<file path="src/rtl/ex_macrx_if.sv">
// ex_macrx_if: byte stream from the PCS receiver, packed words toward the
// receive memory manager, and per-frame status of the slink receive MAC.
`timescale 1ns/1ps

interface ex_macrx_if;
  logic [7:0]  pcsrx_macrx_data;
  logic        pcsrx_macrx_dval;
  logic [17:0] macrx_mmrx_data;
  logic        macrx_mmrx_dval;
  logic        macrx_stat_vld;
  logic        macrx_stat_crc_err;
  logic        macrx_stat_fmt_err;
  logic        slink_rx_eop;

  // MAC side: consumes PCS bytes, produces words and status
  modport master (
    input  pcsrx_macrx_data,
    input  pcsrx_macrx_dval,
    output macrx_mmrx_data,
    output macrx_mmrx_dval,
    output macrx_stat_vld,
    output macrx_stat_crc_err,
    output macrx_stat_fmt_err,
    output slink_rx_eop
  );

  // Environment side: supplies PCS bytes, observes words and status
  modport slave (
    output pcsrx_macrx_data,
    output pcsrx_macrx_dval,
    input  macrx_mmrx_data,
    input  macrx_mmrx_dval,
    input  macrx_stat_vld,
    input  macrx_stat_crc_err,
    input  macrx_stat_fmt_err,
    input  slink_rx_eop
  );
endinterface

</file>
<file path="src/rtl/ex_macrx.sv">
// ex_macrx: slink receive MAC. Strips the 0x55 preamble and 0xD5 SFD, packs
// payload bytes into {sop,eop,data[15:0]} words, and checks the trailing
// FCS32 (CRC-32, poly 0x04C11DB7, MSB-first, all-ones seed, inverted result,
// sent MSB byte first) and the 0xFD terminator. The last five bytes of every
// frame are held back in a shift line so that only true payload reaches the
// CRC and the packer; a completed word is held one pair so the final word
// can be tagged eop when dval drops.
`timescale 1ns/1ps

module ex_macrx #(
  parameter int MAX_BYTES = 512,
  parameter int PRE_LEN   = 7
) (
  input logic        clk_12_5m,
  input logic        rst_12_5m,
  ex_macrx_if.master bus
);

  localparam int CW = $clog2(MAX_BYTES + 2);
  localparam int PW = $clog2(PRE_LEN + 1);
  localparam logic [CW-1:0] MAX_CNT = CW'(MAX_BYTES);
  localparam logic [CW-1:0] MIN_CNT = CW'(2);
  localparam logic [PW-1:0] PRE_CNT = PW'(PRE_LEN);

  typedef enum logic [2:0] {IDLE, PRE, DATA, DONE, DROP} state_t;

  state_t        state;
  logic [PW-1:0] pre_cnt;
  logic [39:0]   line;
  logic [2:0]    fill;
  logic [CW-1:0] pay_cnt;
  logic [7:0]    pack_hi;
  logic [15:0]   hold_data;
  logic          hold_vld;
  logic          any_written;
  logic          drop_from_data;
  logic [31:0]   crc;

  logic [7:0]    rx_byte;
  logic          rx_dval;
  logic [7:0]    pop_byte;
  logic [31:0]   crc_next;

  // One byte of the MSB-first CRC-32 update
  function automatic logic [31:0] crc32_byte(input logic [31:0] c, input logic [7:0] b);
    logic [31:0] r;
    r = c;
    for (int i = 7; i >= 0; i--) begin
      if (r[31] ^ b[i]) r = {r[30:0], 1'b0} ^ 32'h04C11DB7;
      else              r = {r[30:0], 1'b0};
    end
    return r;
  endfunction

  assign rx_byte  = bus.pcsrx_macrx_data;
  assign rx_dval  = bus.pcsrx_macrx_dval;
  assign pop_byte = line[39:32];
  assign crc_next = crc32_byte(crc, pop_byte);

  // Frame FSM with all datapath state and registered outputs
  always_ff @(posedge clk_12_5m or negedge rst_12_5m) begin
    if (!rst_12_5m) begin
      state                  <= IDLE;
      pre_cnt                <= '0;
      line                   <= '0;
      fill                   <= '0;
      pay_cnt                <= '0;
      pack_hi                <= '0;
      hold_data              <= '0;
      hold_vld               <= 1'b0;
      any_written            <= 1'b0;
      drop_from_data         <= 1'b0;
      crc                    <= '0;
      bus.macrx_mmrx_data    <= '0;
      bus.macrx_mmrx_dval    <= 1'b0;
      bus.macrx_stat_vld     <= 1'b0;
      bus.macrx_stat_crc_err <= 1'b0;
      bus.macrx_stat_fmt_err <= 1'b0;
      bus.slink_rx_eop       <= 1'b0;
    end else begin
      bus.macrx_mmrx_dval <= 1'b0;
      bus.macrx_stat_vld  <= 1'b0;
      bus.slink_rx_eop    <= bus.macrx_mmrx_dval & bus.macrx_mmrx_data[16];

      case (state)
        IDLE: begin
          crc            <= '1;
          line           <= '0;
          fill           <= '0;
          pay_cnt        <= '0;
          hold_vld       <= 1'b0;
          any_written    <= 1'b0;
          drop_from_data <= 1'b0;
          pre_cnt        <= '0;
          if (rx_dval) begin
            if (rx_byte == 8'h55) begin
              state   <= PRE;
              pre_cnt <= PW'(1);
            end else begin
              state <= DROP;
            end
          end
        end

        PRE: begin
          if (!rx_dval) begin
            state <= IDLE;
          end else if (rx_byte == 8'h55) begin
            if (pre_cnt == PRE_CNT) state <= DROP;
            else                    pre_cnt <= pre_cnt + PW'(1);
          end else if (rx_byte == 8'hD5 && pre_cnt == PRE_CNT) begin
            state <= DATA;
          end else begin
            state <= DROP;
          end
        end

        DATA: begin
          if (!rx_dval) begin
            state <= DONE;
            if (hold_vld) begin
              bus.macrx_mmrx_data <= {~any_written, 1'b1, hold_data};
              bus.macrx_mmrx_dval <= 1'b1;
              any_written         <= 1'b1;
            end
            hold_vld <= 1'b0;
          end else begin
            line <= {line[31:0], rx_byte};
            if (fill != 3'd5) begin
              fill <= fill + 3'd1;
            end else if (pay_cnt == MAX_CNT) begin
              state          <= DROP;
              drop_from_data <= 1'b1;
              hold_vld       <= 1'b0;
              pay_cnt        <= pay_cnt + CW'(1);
            end else begin
              crc     <= crc_next;
              pay_cnt <= pay_cnt + CW'(1);
              if (!pay_cnt[0]) begin
                pack_hi <= pop_byte;
              end else begin
                if (hold_vld) begin
                  bus.macrx_mmrx_data <= {~any_written, 1'b0, hold_data};
                  bus.macrx_mmrx_dval <= 1'b1;
                  any_written         <= 1'b1;
                end
                hold_data <= {pack_hi, pop_byte};
                hold_vld  <= 1'b1;
              end
            end
          end
        end

        DONE: begin
          state              <= IDLE;
          bus.macrx_stat_vld <= 1'b1;
          if (drop_from_data) begin
            bus.macrx_stat_fmt_err <= 1'b1;
            bus.macrx_stat_crc_err <= 1'b0;
          end else begin
            bus.macrx_stat_fmt_err <= (line[7:0] != 8'hFD) | pay_cnt[0] |
                                      (pay_cnt < MIN_CNT) | (fill != 3'd5);
            bus.macrx_stat_crc_err <= (line[39:8] != ~crc);
          end
        end

        DROP: begin
          if (!rx_dval) begin
            if (drop_from_data) begin
              state               <= DONE;
              bus.macrx_mmrx_data <= {~any_written, 1'b1, 16'h0000};
              bus.macrx_mmrx_dval <= 1'b1;
              any_written         <= 1'b1;
            end else begin
              state <= IDLE;
            end
          end
        end

        default: state <= IDLE;
      endcase
    end
  end

endmodule

</file>
<file path="src/flat_wrapper.sv">
// flat-port wrapper written by rule: the top's interface ports become plain ports
module ex_macrx_flat 
#(
  parameter int MAX_BYTES = 512,
  parameter int PRE_LEN   = 7
)
  (clk_12_5m, rst_12_5m, bus_pcsrx_macrx_data, bus_pcsrx_macrx_dval, bus_macrx_mmrx_data, bus_macrx_mmrx_dval, bus_macrx_stat_vld, bus_macrx_stat_crc_err, bus_macrx_stat_fmt_err, bus_slink_rx_eop);
  ex_macrx_if bus_i ();
  input logic clk_12_5m;
  input logic rst_12_5m;
  input wire logic [$bits(bus_i.pcsrx_macrx_data)-1:0] bus_pcsrx_macrx_data;
  input wire logic [$bits(bus_i.pcsrx_macrx_dval)-1:0] bus_pcsrx_macrx_dval;
  output wire logic [$bits(bus_i.macrx_mmrx_data)-1:0] bus_macrx_mmrx_data;
  output wire logic [$bits(bus_i.macrx_mmrx_dval)-1:0] bus_macrx_mmrx_dval;
  output wire logic [$bits(bus_i.macrx_stat_vld)-1:0] bus_macrx_stat_vld;
  output wire logic [$bits(bus_i.macrx_stat_crc_err)-1:0] bus_macrx_stat_crc_err;
  output wire logic [$bits(bus_i.macrx_stat_fmt_err)-1:0] bus_macrx_stat_fmt_err;
  output wire logic [$bits(bus_i.slink_rx_eop)-1:0] bus_slink_rx_eop;
  assign bus_i.pcsrx_macrx_data = bus_pcsrx_macrx_data;
  assign bus_i.pcsrx_macrx_dval = bus_pcsrx_macrx_dval;
  assign bus_macrx_mmrx_data = bus_i.macrx_mmrx_data;
  assign bus_macrx_mmrx_dval = bus_i.macrx_mmrx_dval;
  assign bus_macrx_stat_vld = bus_i.macrx_stat_vld;
  assign bus_macrx_stat_crc_err = bus_i.macrx_stat_crc_err;
  assign bus_macrx_stat_fmt_err = bus_i.macrx_stat_fmt_err;
  assign bus_slink_rx_eop = bus_i.slink_rx_eop;
  ex_macrx #(.MAX_BYTES(MAX_BYTES), .PRE_LEN(PRE_LEN)) u_core (.clk_12_5m(clk_12_5m), .rst_12_5m(rst_12_5m), .bus(bus_i));
endmodule
</file>
<file path="config.mk">
export PLATFORM = sky130hd
export DESIGN_NAME = ex_macrx_flat
export DESIGN_NICKNAME = d
export VERILOG_FILES = /design/src/rtl/ex_macrx_if.sv /design/src/rtl/ex_macrx.sv /design/src/flat_wrapper.sv
export SDC_FILE = /design/constraint.sdc
export NUM_CORES = 1
export LEC_CHECK = 0
export BUFFER_PORTS_ARGS = -buffer_cell sky130_fd_sc_hd__clkbuf_2
export CAP_MARGIN = 5
export CORE_ASPECT_RATIO = 0.6
export CORE_MARGIN = 3
export CORE_UTILIZATION = 45
export CTS_CLUSTER_DIAMETER = 50
export CTS_CLUSTER_SIZE = 28
export DETAILED_ROUTE_END_ITERATION = 16
export GPL_ROUTABILITY_DRIVEN = 0
export GPL_TIMING_DRIVEN = 0
export REMOVE_ABC_BUFFERS = 1
export SYNTH_ARGS = -nofsm -noshare
export SYNTH_HDL_FRONTEND = slang
export SYNTH_SLANG_ARGS = --single-unit
</file>
<file path="constraint.sdc">
create_clock -name clk_12_5m -period 2.47 [get_ports clk_12_5m]
set_input_delay 0.3705 -clock clk_12_5m [delete_from_list [all_inputs] [get_ports clk_12_5m]]
set_output_delay 0.3705 -clock clk_12_5m [all_outputs]
set_load 0.005 [all_outputs]
</file>
==> results by group <==
Hold path
  – Hold/Removal Path Class: input pin to flip-flop

Synthesis
  – Synth Area in Compound Gates: 12.1%
  – Post-synth top cells: 141 x dfrtp_1, 56 x xnor2_1, 42 x nor2_1, 40 x a22o_1, 35 x nand2_1
  – Post-synthesis sequential area ratio: 51.2%
  – Synth Area in Adders: 1.45%
  – Yosys top cell area share: 51.2%
  – Top-count cell post-synth: dfrtp_1
  – XOR/XNOR share of the synthesized area: 15.5%
  – Synth Area per Inst: 11.6 um2
  – Synthesized area: 6890 um2
  – Most used DFF post-synth: dfrtp_1
  – Main combinational cell family by area after synthesis: XOR/XNOR gates
  – Post-synthesis mux area share: 6.87%
  – Post-Synthesis Cells: 596
  – Main area contributors after synthesis: dfrtp_1 51%, xnor2_1 7.1%, a22o_1 5.1%
  – EDFF count, synth: 0
  – FFs w/ async S/R, synth: 100%
  – Simple-gate area share of the yosys netlist: 9.67%
  – Cell accounting for the most synthesized area: dfrtp_1
  – Synth Warn #: 0
  – Flops & latches, synth: 141
  – Yosys cell types: 60

Timing
  – Period utilization: 95.2%
  – Final Hold Vio Count: 0
  – Final Max Slew Viols: 0
  – Final worst slack: 0.119 ns
  – Clock skew: 0.0126 ns
  – Final min period: 2.35 ns
  – Max Fclk: 0.425 GHz
  – Rel. slew slack: 21.9%
  – Slew @ Worst Pin: 1.17 ns
  – Final setup fails: 0
  – Unrepaired setup endpoints after global routing: no

Detailed routing
  – Routed WL: 16400 um
  – DR vias: 4781
  – Post-route DRC violation count: 0
  – Antenna viol nets, final: 0
  – Initial DRC count: 395
  – Vias per cell: 5.62
  – Routed len/inst: 19.3 um
  – First drt pass iteration count: 6

Run status
  – Outcome: finished clean

Global routing
  – Antenna violations before repair: 0
  – Vias in the first global route: 4730
  – Global-route wire length before repair: 26600 um
  – Total GRT Usage: 20.3%
  – GR Overflow Total: 0
  – Largest net degree at the start of global routing: 100

Power
  – Pwr Total: 5660 uW
  – Cell area power density: 706 nW/um2
  – Leakage power: 0.00363 uW
  – Max IR drop VDD: 0.406 mV

Clock network
  – CTS Buf Count: 17
  – Clock sink total: 141
  – Clock Latency Late Sink: 0.43 ns
  – Clk slew on worst S/H paths: 0.07 ns
  – Clock root cell: clkbuf_16
  – H-tree depth: 4
  – Clock Path Buffers: 2
  – CTS tree: yes

Die
  – Core ar.: 14700 um2
  – Die width: 166 um
  – DIE HEIGHT: 102 um
  – Die ar.: 16900 um2
  – Initial core utilization: 46.8%
  – # IOs: 34
  – Rows: 34

Placed design
  – Hpwl dp: 10500 um
  – Post-place setup slack: -0.970 ns
  – I/O Buffers: 33
  – Placed insts: 804

Worst setup path
  – Critical path fanouts, max: 10
  – Worst Setup End Kind: flip-flop
  – Critical path class: flip-flop to flip-flop
  – Worst Path Arrival: 2.66 ns
  – CP required: 2.78 ns
  – CP startpoint kind: flip-flop
  – Internal reg-to-reg setup slack: 0.12 ns

Job
  – Max Cap Viol: 0

Cells and area
  – Antenna cells: 0
  – Post-Route Utilization: 54.5%
  – Fillers: 1241
  – # nets final: 659
  – Fin cells: 851
  – Area growth from synthesis to layout: 16.5%
  – Layout cells sized above 1: 19.8%
cell type report:
class | count | area (um2) | area share, %
well taps | 198 | 248 | 3.09
multi-input cells | 404 | 3210 | 40.1
clock inverters | 14 | 121 | 1.51
inverters | 29 | 109 | 1.36
flip-flops and latches | 141 | 3530 | 44.0
clock buffers | 18 | 439 | 5.47
repair buffers | 47 | 359 | 4.48
per-stage QoR:
| stage | TNS, ns | area, um2 | hold WS [ns] |
|---|---|---|---|
| 6_report | 0 | 8020 | 0.184 |
| 5_1_grt | 0 | 8020 | 0.193 |
| 4_1_cts | 0 | 7940 | 0.176 |
| 3_5_place_dp | -24.63 | 7260 | 0.324 |
| 3_3_place_gp | -214.63 | 7190 | 0.449 |
| 2_1_floorplan | -0.232 | 6780 | 0.0749 |
kinds of logic (layout without fill, tap and decap cells):
kind of cell / after synthesis / in the layout
buffers and inverters: 54 / 108
and+or+nand+nor: 133 / 135
DFF: 141 / 141
adders and majority gates: 8 / 8
AOI/OAI and AO/OA: 113 / 114
xor gates and xnor gates: 103 / 103
muxes: 44 / 44
worst max-delay path, cell delays in order (launching register included):
cell	delay (ns)
dfrtp_1	0.40
inv_1	0.06
ha_1	0.28
nand2_1	0.22
a41oi_2	0.34
nand2_2	0.27
nor2_4	0.19
buf_12	0.14
mux2_2	0.33
power breakdown:
part	internal (uW)	total, uW	leakage (uW)	switching, uW
Clock	1340	2450	0.000261	1100
Sequential	2320	2350	0.00171	30.1
Combinational	276	863	0.00166	586
Total	3940	5660	0.00363	1720
flip-flops by register name, indices dropped and copies added, names as in the netlist, 3 cells and up:
register and count:
u_core.bus.macrx_mmrx_data 18, u_core.crc 32, u_core.fill 3, u_core.hold_data 16
u_core.line 40, u_core.pack_hi 8, u_core.pay_cnt 10, u_core.pre_cnt 3
u_core.state 3
per-layer routing:
metal / routed length (um) / global-route usage [%] / vias up
met5: 0 / 0 / -
met4: 169 / 6.01 / 0
met3: 892 / 3.63 / 21
met2: 7030 / 30.0 / 130
met1: 8350 / 30.8 / 2435
li1: - / - / 2195
final timing paths:
path                                          from                        endpoint  cells past startpoint
setup / recovery                    u_core.fill[1]               u_core.pack_hi[7]                      8
hold / removal             bus_pcsrx_macrx_data[0]                  u_core.line[0]                      2
setup reg to reg                    u_core.fill[1]               u_core.pack_hi[7]                      8
hold reg to reg                 u_core.any_written  u_core.bus.macrx_mmrx_data[17]                      1
max in group asynchronous                rst_12_5m                 u_core.state[1]                      3
min in group asynchronous                rst_12_5m                 u_core.line[35]                      2
placed cells by master (no fill, tap or decap), types with 6 or more instances in the layout:
cell       instances
inv_1             29
ha_1               8
o22a_1             8
nand4_1           11
clkbuf_16         17
nor4_1             7
o21ai_0            7
xnor2_1           56
buf_4              8
inv_6              6
xnor2_2            9
mux2i_1           18
mux2_2            17
nor3_1             6
mux2_1             9
dfrtp_1          139
xor2_1            32
clkbuf_2          32
a21oi_1           31
nand2_1           34
nor2_1            41
a22o_1            40
what timing repair did:
item / 4_1_cts / 5_1_grt
resized for setup: 9 / 2
hold buffers: 1 / 0
setup endpoints to repair: 73 / 52
gates cloned: 3 / 0
hold endpoints to repair: 42 / 0
pin swaps: 3 / 3
buffers inserted: 6 / 5
Power figures use the tool's default switching activity.
